<file path="src/rtl/iter_shifter_pkg.sv">
// Shared encodings and widths for the iterative shift/rotate unit.
package iter_shifter_pkg;

  localparam int unsigned WIDTH = 16;
  localparam int unsigned CNT_W = 4;

  localparam logic [1:0] OP_ROL = 2'b00;
  localparam logic [1:0] OP_SLL = 2'b01;
  localparam logic [1:0] OP_ROR = 2'b10;
  localparam logic [1:0] OP_SRL = 2'b11;

  // S_IDLE must stay the all-zero encoding: the state dff resets to '0.
  typedef enum logic [1:0] {
    S_IDLE = 2'd0,
    S_BUSY = 2'd1,
    S_DONE = 2'd2
  } state_t;

endpackage

</file>
<file path="src/rtl/iter_shifter_dff.sv">
// Standard register cell with synchronous active-high reset to zero.
module iter_shifter_dff #(
  parameter int unsigned W = 1
) (
  input  logic         clk,
  input  logic         rst,
  input  logic [W-1:0] d,
  output logic [W-1:0] q
);

  // Capture d each rising edge; reset clears the register.
  always_ff @(posedge clk) begin
    if (rst) q <= '0;
    else     q <= d;
  end

endmodule

</file>
<file path="src/rtl/iter_shifter_flip.sv">
// Bit-reversal block: y[i] = a[WIDTH-1-i].
module iter_shifter_flip
  import iter_shifter_pkg::*;
(
  input  logic [WIDTH-1:0] a,
  output logic [WIDTH-1:0] y
);

  // Mirror the operand bit order.
  always_comb begin
    y = '0;
    for (int unsigned i = 0; i < WIDTH; i++) begin
      y[i] = a[WIDTH-1-i];
    end
  end

endmodule

</file>
<file path="src/rtl/iter_shifter.sv">
// Multi-cycle 16-bit ROL/SLL/ROR/SRL unit, one bit position per cycle.
module iter_shifter
  import iter_shifter_pkg::*;
(
  input  logic             clk,
  input  logic             rst,
  input  logic             start,
  input  logic [1:0]       op,
  input  logic [WIDTH-1:0] in,
  input  logic [CNT_W-1:0] amt,
  output logic             ready,
  output logic             done,
  output logic [WIDTH-1:0] out
);

  state_t           state_q, state_d;
  logic [1:0]       state_bits_q;
  logic [1:0]       op_q, op_d;
  logic [CNT_W-1:0] cnt_q, cnt_d;
  logic [WIDTH-1:0] work_q, work_d;
  logic [WIDTH-1:0] out_q, out_d;
  logic [WIDTH-1:0] in_flip, work_flip;

  // Right ops reuse the left datapath: reverse on load and on unload.
  iter_shifter_flip u_flip_in  (.a(in),     .y(in_flip));
  iter_shifter_flip u_flip_out (.a(work_q), .y(work_flip));

  iter_shifter_dff #(.W(2))     u_state_q (.clk(clk), .rst(rst), .d(state_d), .q(state_bits_q));
  iter_shifter_dff #(.W(2))     u_op_q    (.clk(clk), .rst(rst), .d(op_d),    .q(op_q));
  iter_shifter_dff #(.W(CNT_W)) u_cnt_q   (.clk(clk), .rst(rst), .d(cnt_d),   .q(cnt_q));
  iter_shifter_dff #(.W(WIDTH)) u_work_q  (.clk(clk), .rst(rst), .d(work_d),  .q(work_q));
  iter_shifter_dff #(.W(WIDTH)) u_out_q   (.clk(clk), .rst(rst), .d(out_d),   .q(out_q));

  assign state_q = state_t'(state_bits_q);

  // Next-state and datapath update for the IDLE/BUSY/DONE sequence.
  always_comb begin
    state_d = state_q;
    op_d    = op_q;
    cnt_d   = cnt_q;
    work_d  = work_q;
    out_d   = out_q;
    unique case (state_q)
      S_IDLE: begin
        if (start) begin
          op_d    = op;
          work_d  = op[1] ? in_flip : in;
          cnt_d   = amt;
          state_d = S_BUSY;
        end
      end
      S_BUSY: begin
        if (cnt_q != '0) begin
          work_d = op_q[0] ? {work_q[WIDTH-2:0], 1'b0}
                           : {work_q[WIDTH-2:0], work_q[WIDTH-1]};
          cnt_d  = cnt_q - CNT_W'(1);
        end else begin
          out_d   = op_q[1] ? work_flip : work_q;
          state_d = S_DONE;
        end
      end
      S_DONE:  state_d = S_IDLE;
      default: state_d = S_IDLE;
    endcase
  end

  assign ready = (state_q == S_IDLE);
  assign done  = (state_q == S_DONE);
  assign out   = out_q;

endmodule
</file>
<file path="config.mk">
export PLATFORM = sky130hd
export DESIGN_NAME = iter_shifter
export DESIGN_NICKNAME = d
export VERILOG_FILES = /design/src/rtl/iter_shifter_pkg.sv /design/src/rtl/iter_shifter_dff.sv /design/src/rtl/iter_shifter_flip.sv /design/src/rtl/iter_shifter.sv
export SDC_FILE = /design/constraint.sdc
export NUM_CORES = 1
export LEC_CHECK = 0
export CORE_MARGIN = 2
export CORE_UTILIZATION = 38
export CTS_CLUSTER_DIAMETER = 30
export DETAILED_ROUTE_END_ITERATION = 8
export RECOVER_POWER = 50
export SLEW_MARGIN = 20
export SYNTH_ARGS = -nofsm -noshare
export SYNTH_HDL_FRONTEND = slang
export SYNTH_SLANG_ARGS = --single-unit
</file>
<file path="constraint.sdc">
create_clock -name clk -period 1.57 [get_ports clk]
set_input_delay 0.314 -clock clk [delete_from_list [all_inputs] [get_ports clk]]
set_output_delay 0.314 -clock clk [all_outputs]
set_load 0.005 [all_outputs]
</file>
==> impl.org, run 1 <==
** Status
- The run finished with clean final reports.

** Worst setup path
- Critical-path cell with the highest stage delay :: dfxtp_4
- Walking the worst path, the cells encountered are buf_4 > and2b_1 > dlygate4sd2_1.
- The worst setup path is launched from a flop.
- Maximum cell stage delay along the critical path :: about 340 ps
- Length in cells of the worst reg-to-reg path :: 5
- Data on the critical path arrives at its endpoint at roughly 1200 ps.
- Of all nets on the critical path, the largest fanout is 10.
- Endpoint required time on the critical path :: about 1300 ps
- STA classifies the critical path endpoint as an output port.
- Critical path class :: flop to output port

** Worst hold path
- Worst Hold Path Cells :: 2
- The min-delay analysis places its worst path in the category flop to flop.

** Place
- The placed instances occupy a cell area of about 2700 sq um.
- IO Port Bufs :: 42
- After legalization and detailed placement, the total HPWL measured 3545 um.
- Post-placement cell count :: 340
- Final weighted congestion in routability-driven placement :: around 0.75

** Cells and area
- Count of non-filler cells in the finished layout :: 350
- Core occupancy in the finished layout :: 0.5331
- In the final layout, flip-flops and latches occupy a little over 800 sq um.
- The net count of the finished layout is 304.
- Of the cells placed in the final design, the portion with a size suffix greater than 1 is 0.1871.
- Area used by multi-input combinational logic :: 1254 sq um
- The repair_antennas step left the layout with diodes totalling 0.
- Area growth syn-to-layout :: 35.14%
- Post-route standard cell area excluding fillers :: 2935 sq um
- Number of fill cells in the layout :: 510

** Logic synthesis
- Mapped Cells :: about 230
- Netlist area before placement :: between 2000 and 2500 sq um
- Yosys attributes the largest share of cell area to dfxtp_1, mux2i_1, mux2_2, a21oi_1, or3_1.
- After synthesis, the largest family of logic cells by area is multiplexers.
- Of the total synthesized cell area, the portion taken by XOR and XNOR cells is 0.
- The complex-gate fraction of the synthesized area is 0.1774.
- Counting instances in the post-synthesis netlist gives the leading cell types as dfxtp_1, mux2i_1, a21oi_1, nand2_1.
- Multiplexer area fraction after synthesis :: 0.2350
- Yosys warns :: 0
- Of the total synthesized cell area, the portion taken by AND, OR, NAND and NOR gates is 0.1406.
- For this run, the register share of the synthesized area comes to 0.3687.
- Post-Synthesis Net Count :: about 260
- Count of state elements after synthesis :: 40
- Async SR Flop Fraction :: 0
- Adder-Cell Fraction of Synth Area :: 0.005760
- Of the post-synthesis cell area, the dominant cell type holds 0.3687.
- Number of synthesized flops with an enable pin :: 0
- The synthesized design spends more area on one cell type than any other, namely dfxtp_1.
- Top flip-flop cell by instance count after synthesis :: dfxtp_1
- A synthesized cell averages between 9 and 10 sq um.
- Distinct cell type count of the synthesized netlist :: 39
- Most instantiated library cell after synthesis :: dfxtp_1

** Routing
- Via count of the routed design :: ~1.9k
- Drt drc :: 0
- For this run, the detailed router's first-pass iteration total came to 4.
- Routed length per placed instance :: 15.11 um
- Wires add up to 5289 um.
- After the first detailed-routing iteration, the DRC count stood at between 100 and 150.
- In this run the remaining antenna-violating nets after routing total 0.
- Via-to-Cell Ratio :: ~5.3

** Global routing
- Across every metal layer, demand over resource in global routing totals 0.1625.
- For this run the aggregate overflow at the end of global routing stands at 0.
- Initial antenna violation count :: 0
- The first global-routing pass estimated 8128 um of wire.
- Entering global routing, the biggest net connects 36 pins.
- Number of global-route vias before repair :: ~1.7k

** Clock network
- The root buffer cell chosen for the clock tree is clkbuf_8.
- CTS Buf Count :: 5
- Clk pin slew, worst setup/hold paths :: approximately 80 ps
- Clock latency on the worst-skew pair, taken at its later pin, is between 200 and 300 ps.
- The tree built by TritonCTS fans out to 40 sinks.
- The longest clock path from root to sink contains 2 buffers.
- TritonCTS built the clock tree.
- The clock tree synthesis step divided the H-tree into 2 levels.

** Timing
- The worst pin sits at a relative slew slack of 0.8215.
- The number of hold violations in the final report came to 0.
- Actual transition at the worst max-transition pin :: ~260 ps
- Worst-case hold slack :: between 400 and 500 ps
- Setup total negative slack on the finished layout was measured at 0 ps.
- Setup repair after global routing left no endpoint under its margin.
- Peak Freq :: 0.6607 GHz
- Worst Skew :: around 6.3 ps
- Max Slew Vio Count :: 0
- Final Critical Period :: 1514 ps
- Final count of negative-setup-slack endpoints :: 0
- Dividing the final minimum period by the clock period gives 0.9641.

** Power
- VDD sags by at most about 560 uV.
- Dividing total power by cell area gives a power density of ~1100 nW/um^2.
- Share of power burned in combinational logic :: 0.308
- The internal portion of the total power is roughly 2.3 mW.
- Of the total power, the clock network draws 0.304.
- The share of total power dissipated in sequential elements is 0.388.
- For this design the static power due to leakage is 1.107 nW.
- Switching fraction of total power :: 0.2906
- The analysis attributes to net switching a power of roughly 0.94 mW.

** Die
- Die width :: 79.61 um
- Total I/O pin count :: between 40 and 50
- Die area :: around 6300 sq um
- The floorplan step set the die height to between 70 and 80 um.
- After floorplanning, the core was sized to cover about 5500 sq um.
- Row Count :: 27
- Initial standard-cell utilization of the core :: 0.3945

** Flow run
- Max Cap Viol :: 0
[metrics by stage]
step	power [mW]	worst slack (ps)
6_report	3.222	56.44
3_5_place_dp	2.207	-107.5
3_3_place_gp	2.204	-99.89
2_1_floorplan	1.860	68.10
4_1_cts	3.199	6.023
5_1_grt	3.391	2.948
[area by class of cell]
cell class                      count  area share
Sequential cell                    40      0.2762
Tap cell                           72     0.03069
Clock inverter                      2     0.02046
Inverter                            5    0.006394
Clock buffer                        5     0.02344
Multi-Input combinational cell    165      0.4271
Timing Repair Buffer               61      0.2157
[power by group through the flow]
| stage | registers [mW] | logic (mW) | clock network [mW] |
|---|---|---|---|
| 4_1_cts | 1.25 | 0.953 | 1.00 |
| 5_1_grt | 1.27 | 1.08 | 1.04 |
| 6_report | 1.25 | 0.994 | 0.978 |
| 3_5_place_dp | 1.28 | 0.929 | 0 |
| 3_3_place_gp | 1.28 | 0.927 | 0 |
| 2_1_floorplan | 1.23 | 0.626 | 0 |
[kinds of logic after synthesis]
kind of cell | count (synthesis)
AOI/OAI and AO/OA | 64
adders and majority gates | 1
and+or+nand+nor | 50
muxes | 49
buffers and inverters | 27
DFF | 40
[layer usage]
layer	share of wire	up-vias	GRT usage
li1	-	942	-
met1	0.48	871	0.2205
met2	0.46	39	0.2546
met3	0.042	4	0.04186
met4	0.010	0	0.04483
met5	0	-	0
[layout by cell type (no fill, tap or decap), types with 2 or more instances in the layout]
cell,instances
bufinv_16,2
nor3b_1,3
mux2i_1,33
mux2_2,16
clkdlybuf4s50_1,33
buf_4,12
nor2_1,3
clkbuf_8,5
buf_12,6
nor3_1,2
dlygate4sd3_1,7
o21ai_0,16
a211oi_1,2
inv_1,4
dfxtp_2,2
nand2_1,17
dfxtp_1,36
nand4bb_4,2
o22ai_1,15
a21oi_1,21
dfxtp_4,2
or3_1,16
[flip-flops by register name (all words and copies together), names as in the netlist]
register	cells
u_out_q.q	16
u_cnt_q.q	4
u_work_q.q	16
u_state_q.q	2
u_op_q.q	2
[critical path: cells and delay by family (launching register included)]
kind                   cells  cell delay, ps
DFF                        1             340
and+or+nand+nor            1             150
buffers and inverters      2             420
[timing repair]
item,in CTS,in global routing
gates cloned,0,1
resized for setup,5,6
hold buffers,0,0
endpoints found under the hold margin,0,0
setup buffers,2,0
pin swaps,0,1
setup endpoints to repair,2,35
[path summary, 6_finish.rpt]
path                                startpoint       endpoint  slack [ps]
worst max-delay path            u_state_q.q[1]           done          60
worst min-delay path             u_out_q.q[13]  u_out_q.q[13]         470
worst max register to register    u_cnt_q.q[1]   u_cnt_q.q[0]         110
worst min register to register   u_out_q.q[13]  u_out_q.q[13]         470
(Power assumes the default switching activity.)
==> run 2: changes to the inputs <==
--- a/config.mk
+++ b/config.mk
@@ -10,7 +10,6 @@
 export CTS_CLUSTER_DIAMETER = 30
 export DETAILED_ROUTE_END_ITERATION = 8
 export RECOVER_POWER = 50
-export SLEW_MARGIN = 20
 export SYNTH_ARGS = -nofsm -noshare
 export SYNTH_HDL_FRONTEND = slang
 export SYNTH_SLANG_ARGS = --single-unit
==> results of run 2 <==
Final layout, timing and power as in run 1 (identical DEF).
